**src/rtl/cu_pkg.sv**
```systemverilog
// Shared definitions for the control unit: opcode map, ALU op codes,
// flag bit positions and the decoded control bundle.
package cu_pkg;

  localparam int unsigned OPC_W    = 4;
  localparam int unsigned ALU_OP_W = 2;
  localparam int unsigned FLG_W    = 3;
  localparam int unsigned COND_W   = 3;

  // ALU class (opcode[3] = 0): op = opcode[2:1], imm_sel = opcode[0]
  localparam logic [OPC_W-1:0] OPC_ADD_R = 4'b0000;
  localparam logic [OPC_W-1:0] OPC_ADD_I = 4'b0001;
  localparam logic [OPC_W-1:0] OPC_SUB_R = 4'b0010;
  localparam logic [OPC_W-1:0] OPC_SUB_I = 4'b0011;
  localparam logic [OPC_W-1:0] OPC_AND_R = 4'b0100;
  localparam logic [OPC_W-1:0] OPC_AND_I = 4'b0101;
  localparam logic [OPC_W-1:0] OPC_OR_R  = 4'b0110;
  localparam logic [OPC_W-1:0] OPC_OR_I  = 4'b0111;

  // Jump class (opcode[3] = 1), low three bits select the condition
  localparam logic [OPC_W-1:0] OPC_JMP   = 4'b1000;
  localparam logic [OPC_W-1:0] OPC_JZ    = 4'b1001;
  localparam logic [OPC_W-1:0] OPC_JNZ   = 4'b1010;
  localparam logic [OPC_W-1:0] OPC_JC    = 4'b1011;
  localparam logic [OPC_W-1:0] OPC_JNC   = 4'b1100;
  localparam logic [OPC_W-1:0] OPC_JS    = 4'b1101;
  localparam logic [OPC_W-1:0] OPC_JNS   = 4'b1110;
  localparam logic [OPC_W-1:0] OPC_NOP   = 4'b1111;

  localparam logic [ALU_OP_W-1:0] ALU_ADD = 2'b00;
  localparam logic [ALU_OP_W-1:0] ALU_SUB = 2'b01;
  localparam logic [ALU_OP_W-1:0] ALU_AND = 2'b10;
  localparam logic [ALU_OP_W-1:0] ALU_OR  = 2'b11;

  // Positions inside the {cf,sf,zf} flag vector
  localparam int unsigned FLG_C = 2;
  localparam int unsigned FLG_S = 1;
  localparam int unsigned FLG_Z = 0;

  // Decoded datapath controls
  typedef struct packed {
    logic [ALU_OP_W-1:0] op;
    logic                imm_sel;
    logic                reg_en;
    logic                jmp_sel;
  } ctrl_t;

  // ALU-class instructions are the only ones that write flags
  function automatic logic is_alu(input logic [OPC_W-1:0] opc);
    return ~opc[OPC_W-1];
  endfunction

endpackage

```
**src/rtl/cu_cond_eval.sv**
```systemverilog
// Branch condition evaluator.
//   cond  : opcode[2:0] of a jump-class instruction
//   flags : {C,S,Z} flag vector
//   taken : 1 when the jump condition holds (code 111 = NOP, never taken)
module cu_cond_eval
  import cu_pkg::*;
(
  input  logic [COND_W-1:0] cond,
  input  logic [FLG_W-1:0]  flags,
  output logic              taken
);

  always_comb begin
    taken = 1'b0;
    case (cond)
      3'b000:  taken = 1'b1;
      3'b001:  taken =  flags[FLG_Z];
      3'b010:  taken = ~flags[FLG_Z];
      3'b011:  taken =  flags[FLG_C];
      3'b100:  taken = ~flags[FLG_C];
      3'b101:  taken =  flags[FLG_S];
      3'b110:  taken = ~flags[FLG_S];
      default: taken = 1'b0;
    endcase
  end

endmodule

```
**src/rtl/control_unit.sv**
```systemverilog
// Instruction decoder, flag register and branch-condition unit.
//   clk, rst_n   : clock, async active-low reset
//   opcode       : current instruction opcode
//   cf, sf, zf   : ALU flags of the current instruction
//   imm_sel      : immediate operand / jump target select
//   reg_en       : register-file write enable (forced low in reset)
//   op           : ALU operation
//   jmp_sel      : PC load select (forced low in reset)
//   flags_q      : registered flags {cf,sf,zf}
module control_unit
  import cu_pkg::*;
#(
  parameter bit LATCH_FLAGS = 1'b1
) (
  input  logic                clk,
  input  logic                rst_n,
  input  logic [OPC_W-1:0]    opcode,
  input  logic                cf,
  input  logic                sf,
  input  logic                zf,
  output logic                imm_sel,
  output logic                reg_en,
  output logic [ALU_OP_W-1:0] op,
  output logic                jmp_sel,
  output logic [FLG_W-1:0]    flags_q
);

  logic [FLG_W-1:0] flags_in;
  logic [FLG_W-1:0] cond_flags;
  logic             cond_taken;
  ctrl_t            ctrl;

  assign flags_in = {cf, sf, zf};

  // Flag register: written only by ALU-class instructions
  always_ff @(posedge clk or negedge rst_n) begin
    if (!rst_n) begin
      flags_q <= '0;
    end else if (is_alu(opcode)) begin
      flags_q <= flags_in;
    end
  end

  // Condition source: registered flags or the live ALU flags
  assign cond_flags = LATCH_FLAGS ? flags_q : flags_in;

  cu_cond_eval u_cond_eval (
    .cond  (opcode[COND_W-1:0]),
    .flags (cond_flags),
    .taken (cond_taken)
  );

  // Combinational decode
  always_comb begin
    ctrl = '0;
    if (is_alu(opcode)) begin
      ctrl.op      = opcode[2:1];
      ctrl.imm_sel = opcode[0];
      ctrl.reg_en  = 1'b1;
    end else if (opcode != OPC_NOP) begin
      ctrl.op      = ALU_ADD;
      ctrl.imm_sel = 1'b1;
      ctrl.jmp_sel = cond_taken;
    end
  end

  // Side-effecting controls are suppressed while reset is asserted
  assign op      = ctrl.op;
  assign imm_sel = ctrl.imm_sel;
  assign reg_en  = ctrl.reg_en  & rst_n;
  assign jmp_sel = ctrl.jmp_sel & rst_n;

endmodule

```
**config.mk**
```make
export PLATFORM = sky130hd
export DESIGN_NAME = control_unit
export DESIGN_NICKNAME = d
export VERILOG_FILES = /design/src/rtl/cu_pkg.sv /design/src/rtl/cu_cond_eval.sv /design/src/rtl/control_unit.sv
export SDC_FILE = /design/constraint.sdc
export NUM_CORES = 1
export LEC_CHECK = 0
export ABC_AREA = 1
export CELL_PAD_IN_SITES_DETAIL_PLACEMENT = 2
export CELL_PAD_IN_SITES_GLOBAL_PLACEMENT = 2
export CORE_AREA = 5 5 42 44
export DETAILED_ROUTE_END_ITERATION = 16
export DIE_AREA = 0 0 47 49
export DONT_BUFFER_PORTS = 1
export PLACE_DENSITY = 0.63
export SLEW_MARGIN = 5
export SYNTH_ARGS = -nofsm -noshare
export SYNTH_HDL_FRONTEND = slang
export SYNTH_SLANG_ARGS = --single-unit
export TNS_END_PERCENT = 10
```
**constraint.sdc**
```tcl
create_clock -name clk -period 1.15 [get_ports clk]
set_input_delay 0.23 -clock clk [delete_from_list [all_inputs] [get_ports clk]]
set_output_delay 0.23 -clock clk [all_outputs]
set_load 0.05 [all_outputs]
```
; After elaboration in Yosys (flattened, before gate mapping)
; Index checks and enable logic that the tools add are counted.
[op_classes]
add_sub_neg = 0
n_mul = 0
div = 0
n_lt_le_gt_ge = 0
eq_ne = 7
shift = 0
muxes = 6
bitwise = 5
n_reduce_logical = 1
[ops]
columns = op, n
row1 = $eq 3x3->1 const B, 3
row2 = $pmux 1 s7, 1
row3 = $eq 3x2->1 const B, 2
row4 = $mux 1, 4
row5 = $ne 4x4->1 const B, 1
row6 = $eq 3x1->1 const B, 1
row7 = $logic_not 3->1, 1
row8 = $mux 3, 1
row9 = $not 1->1, 3
row10 = $and 1x1->1, 2
[word_totals]
reg_bits = 3
latchBits = 0
ram_bits = 0
rom_bits = 0
in_bits = 9
out_inout_bits = 8
elab_cells = 20
mem_count = 0

; Logic depth before layout (Yosys ltp)
[logic_depth]
ltp_word = 5
ltp_mapped = 6
ltp_nobuf = 6

; Cells and area by module
; Synthesis repeated with hierarchy kept, for this count alone.
[unflattened]
hier_cells = 40
hier_area_um2 = 239.0
[by_module_without_submodules]
columns = mod, instances, cells_each, area_each_um2
row1 = control_unit, 1, 26, 178.9
row2 = cu_cond_eval, 1, 14, 60.1

; Worst setup path after synthesis
; No wires, ideal clock.
[synth_timing]
kind = reg2out
start = reg flags_q[1]
end = out jmp_sel
arrival_ns = 1.381
slack_ns = -0.461
path_stages_with_launch = 7
path_buffers = 0
cell_sequence = dfrtp_1 -> inv_1 -> nand2_1 -> nand2_1 -> nor2_1 -> nor2_1 -> nor2_2
[synth_between]
elab_chain_len = 5
[synth_rtl]
columns = item, line_no
row1 = "start, declared", control_unit.sv:25  ; output logic [FLG_W-1:0] flags_q
row2 = "start signal, assigned", control_unit.sv:40  ; flags_q <= flags_in;
row3 = $not 1->1, cu_cond_eval.sv:22  ; 3'b110: taken = ~flags[FLG_S];
row4 = $pmux 1 s7 *, cu_cond_eval.sv:15  ; case (cond)
row5 = $mux 1 *, control_unit.sv:60  ; end else if (opcode != OPC_NOP) begin
row6 = $mux 1 *, control_unit.sv:56  ; if (is_alu(opcode)) begin
row7 = $and 1x1->1 *, control_unit.sv:71  ; assign jmp_sel = ctrl.jmp_sel & rst_n;
row8 = "end, declared", control_unit.sv:24  ; output logic jmp_sel,
; Mark *: on every way between the ends. The rest lies on a longest branch, timed or not.

; Worst setup path in the final report
; Ends and elaborated chain as after synthesis.

==> impl_metrics.json <==
{
  "worstSetupPathType": "reg2out",
  "track_usage": 0.08809,
  "crit_family": "flip-flops",
  "postRouteAntennaNets": 0,
  "powerDensity_nw_per_um2": 1249,
  "wl_met3_microns": 57,
  "wire_per_inst_microns": 12.09,
  "antenna_found_initial": 0,
  "insertedDiodeCount": 0,
  "multi_input_area_sq_um": 143.9,
  "reg2reg_to": "flags_q[2]",
  "violations": "setup timing",
  "p_seq_frac": 0.251,
  "crit_start": "flags_q[1]",
  "cts_buffer_depth": 2,
  "drive_gt1_frac": 0.6038,
  "pwr-share-clk": 0.368,
  "synth.avg_cell_area_sq_um": 5.762,
  "top_regs": "flags_q x3",
  "vias_per_cell": 4.232,
  "dp_hpwl_microns": 662.3,
  "relSlewSlack": 0.8978,
  "die_h_microns": 49,
  "core.rowCount": 14,
  "tns_ns": -0.2658,
  "vias": 292,
  "outcome": "complete, but fails checks",
  "p_sw_mw": 0.1866,
  "largest-register": "flags_q",
  "start_util": 0.1563,
  "fin_crit_sh": 1.224,
  "leakage_nw": 0.1989,
  "grt_pass1_wl_microns": 1469,
  "portBuffers": 0,
  "layout.nets": 63,
  "firstDrtPassIters": 2,
  "grt_max_degree": 12,
  "critical_path_buf_inv_count": 1,
  "die_w_microns": 47,
  "dr_wl_met2_microns": 473,
  "layout_commonest_cell": "buf_4",
  "synth_area_sq_um": 219.0,
  "ys_warn_count": 0,
  "place_ws_ns": -0.09526,
  "numCtsBuffers": 3,
  "drc_errors": 0,
  "start_kind": "flop",
  "design.core.area_sq_um": 1401,
  "areaGrowthSynthToFinish_pct": 84.57,
  "clock_latency_ns": 0.23,
  "ios": 17,
  "die_area_sq_um": 2303,
  "cp_max_fo": 3,
  "whs_endpoint": "flags_q[1]",
  "min_from": "opcode[3]",
  "post-cts-setup-buffers": 0,
  "finalSetupViolCount": 2,
  "ir_worst_vdd_mv": 0.5127,
  "first_global_vias": 338,
  "finalClockSkew_ns": 0,
  "fillers": 191,
  "crit_slowest_cell": "dfrtp_2",
  "synth.distinct_cells": 11,
  "hold_depth": 1,
  "rr_startpoint": "flags_q[2]",
  "dr.first_iter.drc_count": 4,
  "p_sw_frac": 0.3697,
  "crit_path_frequent_cell": "nor2_2",
  "crit_path_cell_trace": "nand2_1, nand2_2, nor2_2, nor2_2, nor2_4, buf_12",
  "end_kind": "primary output",
  "drv_cap": 0,
  "clk_pin_slew_worst_paths_ns": 0.04,
  "ys_seq_area_frac": 0.3429,
  "critPathMaxStageDelay_ns": 0.41,
  "slew_violations": 0,
  "layout_common_cells": "buf_4, nor2_1, inv_2, nand2_2, nand2_1",
  "dr.max_layer_used": "met3",
  "routed_wl_microns": 834,
  "cts_sinks": 3,
  "intPower_mw": 0.3182,
  "gp_congestion": 0.6578,
  "tightest_slew_ns": 0.1527,
  "cp.arrival_ns": 1.18,
  "regArea_sq_um": 78.83,
  "r2r_setup_slack_ns": 0.41,
  "cp_num_cells": 6,
  "cts-htree-levels": 1,
  "worstPathRequired_ns": 0.92,
  "overflow": 0,
  "cts_tree": "done",
  "p_comb_frac": 0.381,
  "rsz0062_at_grt": "yes",
  "setup_ws_ns": -0.2578,
  "hold_path_class": "in2reg",
  "max_freq_ghz": 0.7103,
  "syn-num-nets": 47,
  "finalPower_mw": 0.5048,
  "hold_viol": 0,
  "fin_crit_ns": 1.408,
  "largest_register_ffs": 3,
  "rr_worst_depth": 3,
  "synthCells": 38,
  "root_buffer": "clkbuf_4",
  "whs_ns": 0.07460,
  "wl_met1_microns": 303,
  "ys_ff_latch": 3
}
==> layout make-up <==
| cell class | instances | share of cell area |
|---|---|---|
| Clock buffer | 4 | 0.06502 |
| Inverter | 7 | 0.06502 |
| Multi-Input combinational cell | 27 | 0.3560 |
| Sequential cell | 3 | 0.1950 |
| Tap cell | 16 | 0.04954 |
| Timing Repair Buffer | 12 | 0.2693 |
==> cells by family after synthesis <==
kind of cell / Yosys count / share of synthesized area
DFF: 3 / 0.3428
buffers and inverters: 8 / 0.1428
AOI/OAI and AO/OA: 4 / 0.09139
and+or+nand+nor: 23 / 0.4229
==> synthesized netlist by cell type <==
cell       n  share of area
buf_2      1          0.023
inv_1      4          0.069
dfrtp_1    3           0.34
o21ai_1    1          0.023
inv_2      2          0.034
clkinv_1   1          0.017
a21oi_1    3          0.069
nor2_1    10           0.17
nor2_2     1          0.029
nand2_1    9           0.15
nand3_1    3          0.069
==> through the flow <==
step / cells / area (sq um) / util
final: 69 / 404.1 / 0.2884
after detailed placement: 64 / 341.6 / 0.2438
after CTS: 69 / 386.6 / 0.2759
after global placement: 64 / 341.6 / 0.2438
after floorplan: 38 / 231.5 / -
after global routing: 69 / 404.1 / 0.2884
==> worst max-delay path by stage <==
| stage | end | slack, ns |
|---|---|---|
| global route | jmp_sel | -0.33 |
| finish | jmp_sel | -0.26 |
| floorplan | jmp_sel | -0.18 |
| CTS | jmp_sel | -0.30 |
| global placement | jmp_sel | -0.04 |
| detailed placement | jmp_sel | -0.1 |
==> layer usage <==
| metal | GRT usage | vias up |
|---|---|---|
| li1 | - | 142 |
| met1 | 0.08811 | 141 |
| met2 | 0.1493 | 9 |
| met3 | 0.03690 | 0 |
| met4 | 0.04147 | 0 |
| met5 | 0 | - |
==> power groups by stage <==
stage               sequential (mW)  clock, mW  combinational, mW
floorplan                     0.159          0             0.0860
global placement              0.126          0              0.172
detailed placement            0.127          0              0.176
CTS                           0.126      0.194              0.187
global route                  0.130      0.208              0.207
finish                        0.127      0.186              0.192
==> what timing repair did <==
action / 4_1_cts / 5_1_grt
setup endpoints to repair: 2 / 2
hold buffers: 1 / 0
pin swaps: 2 / 3
cloned: 0 / 0
hold endpoints to repair: 3 / 0
resized for setup: 3 / 8
No activity file was read; power rests on OpenSTA's default activity.
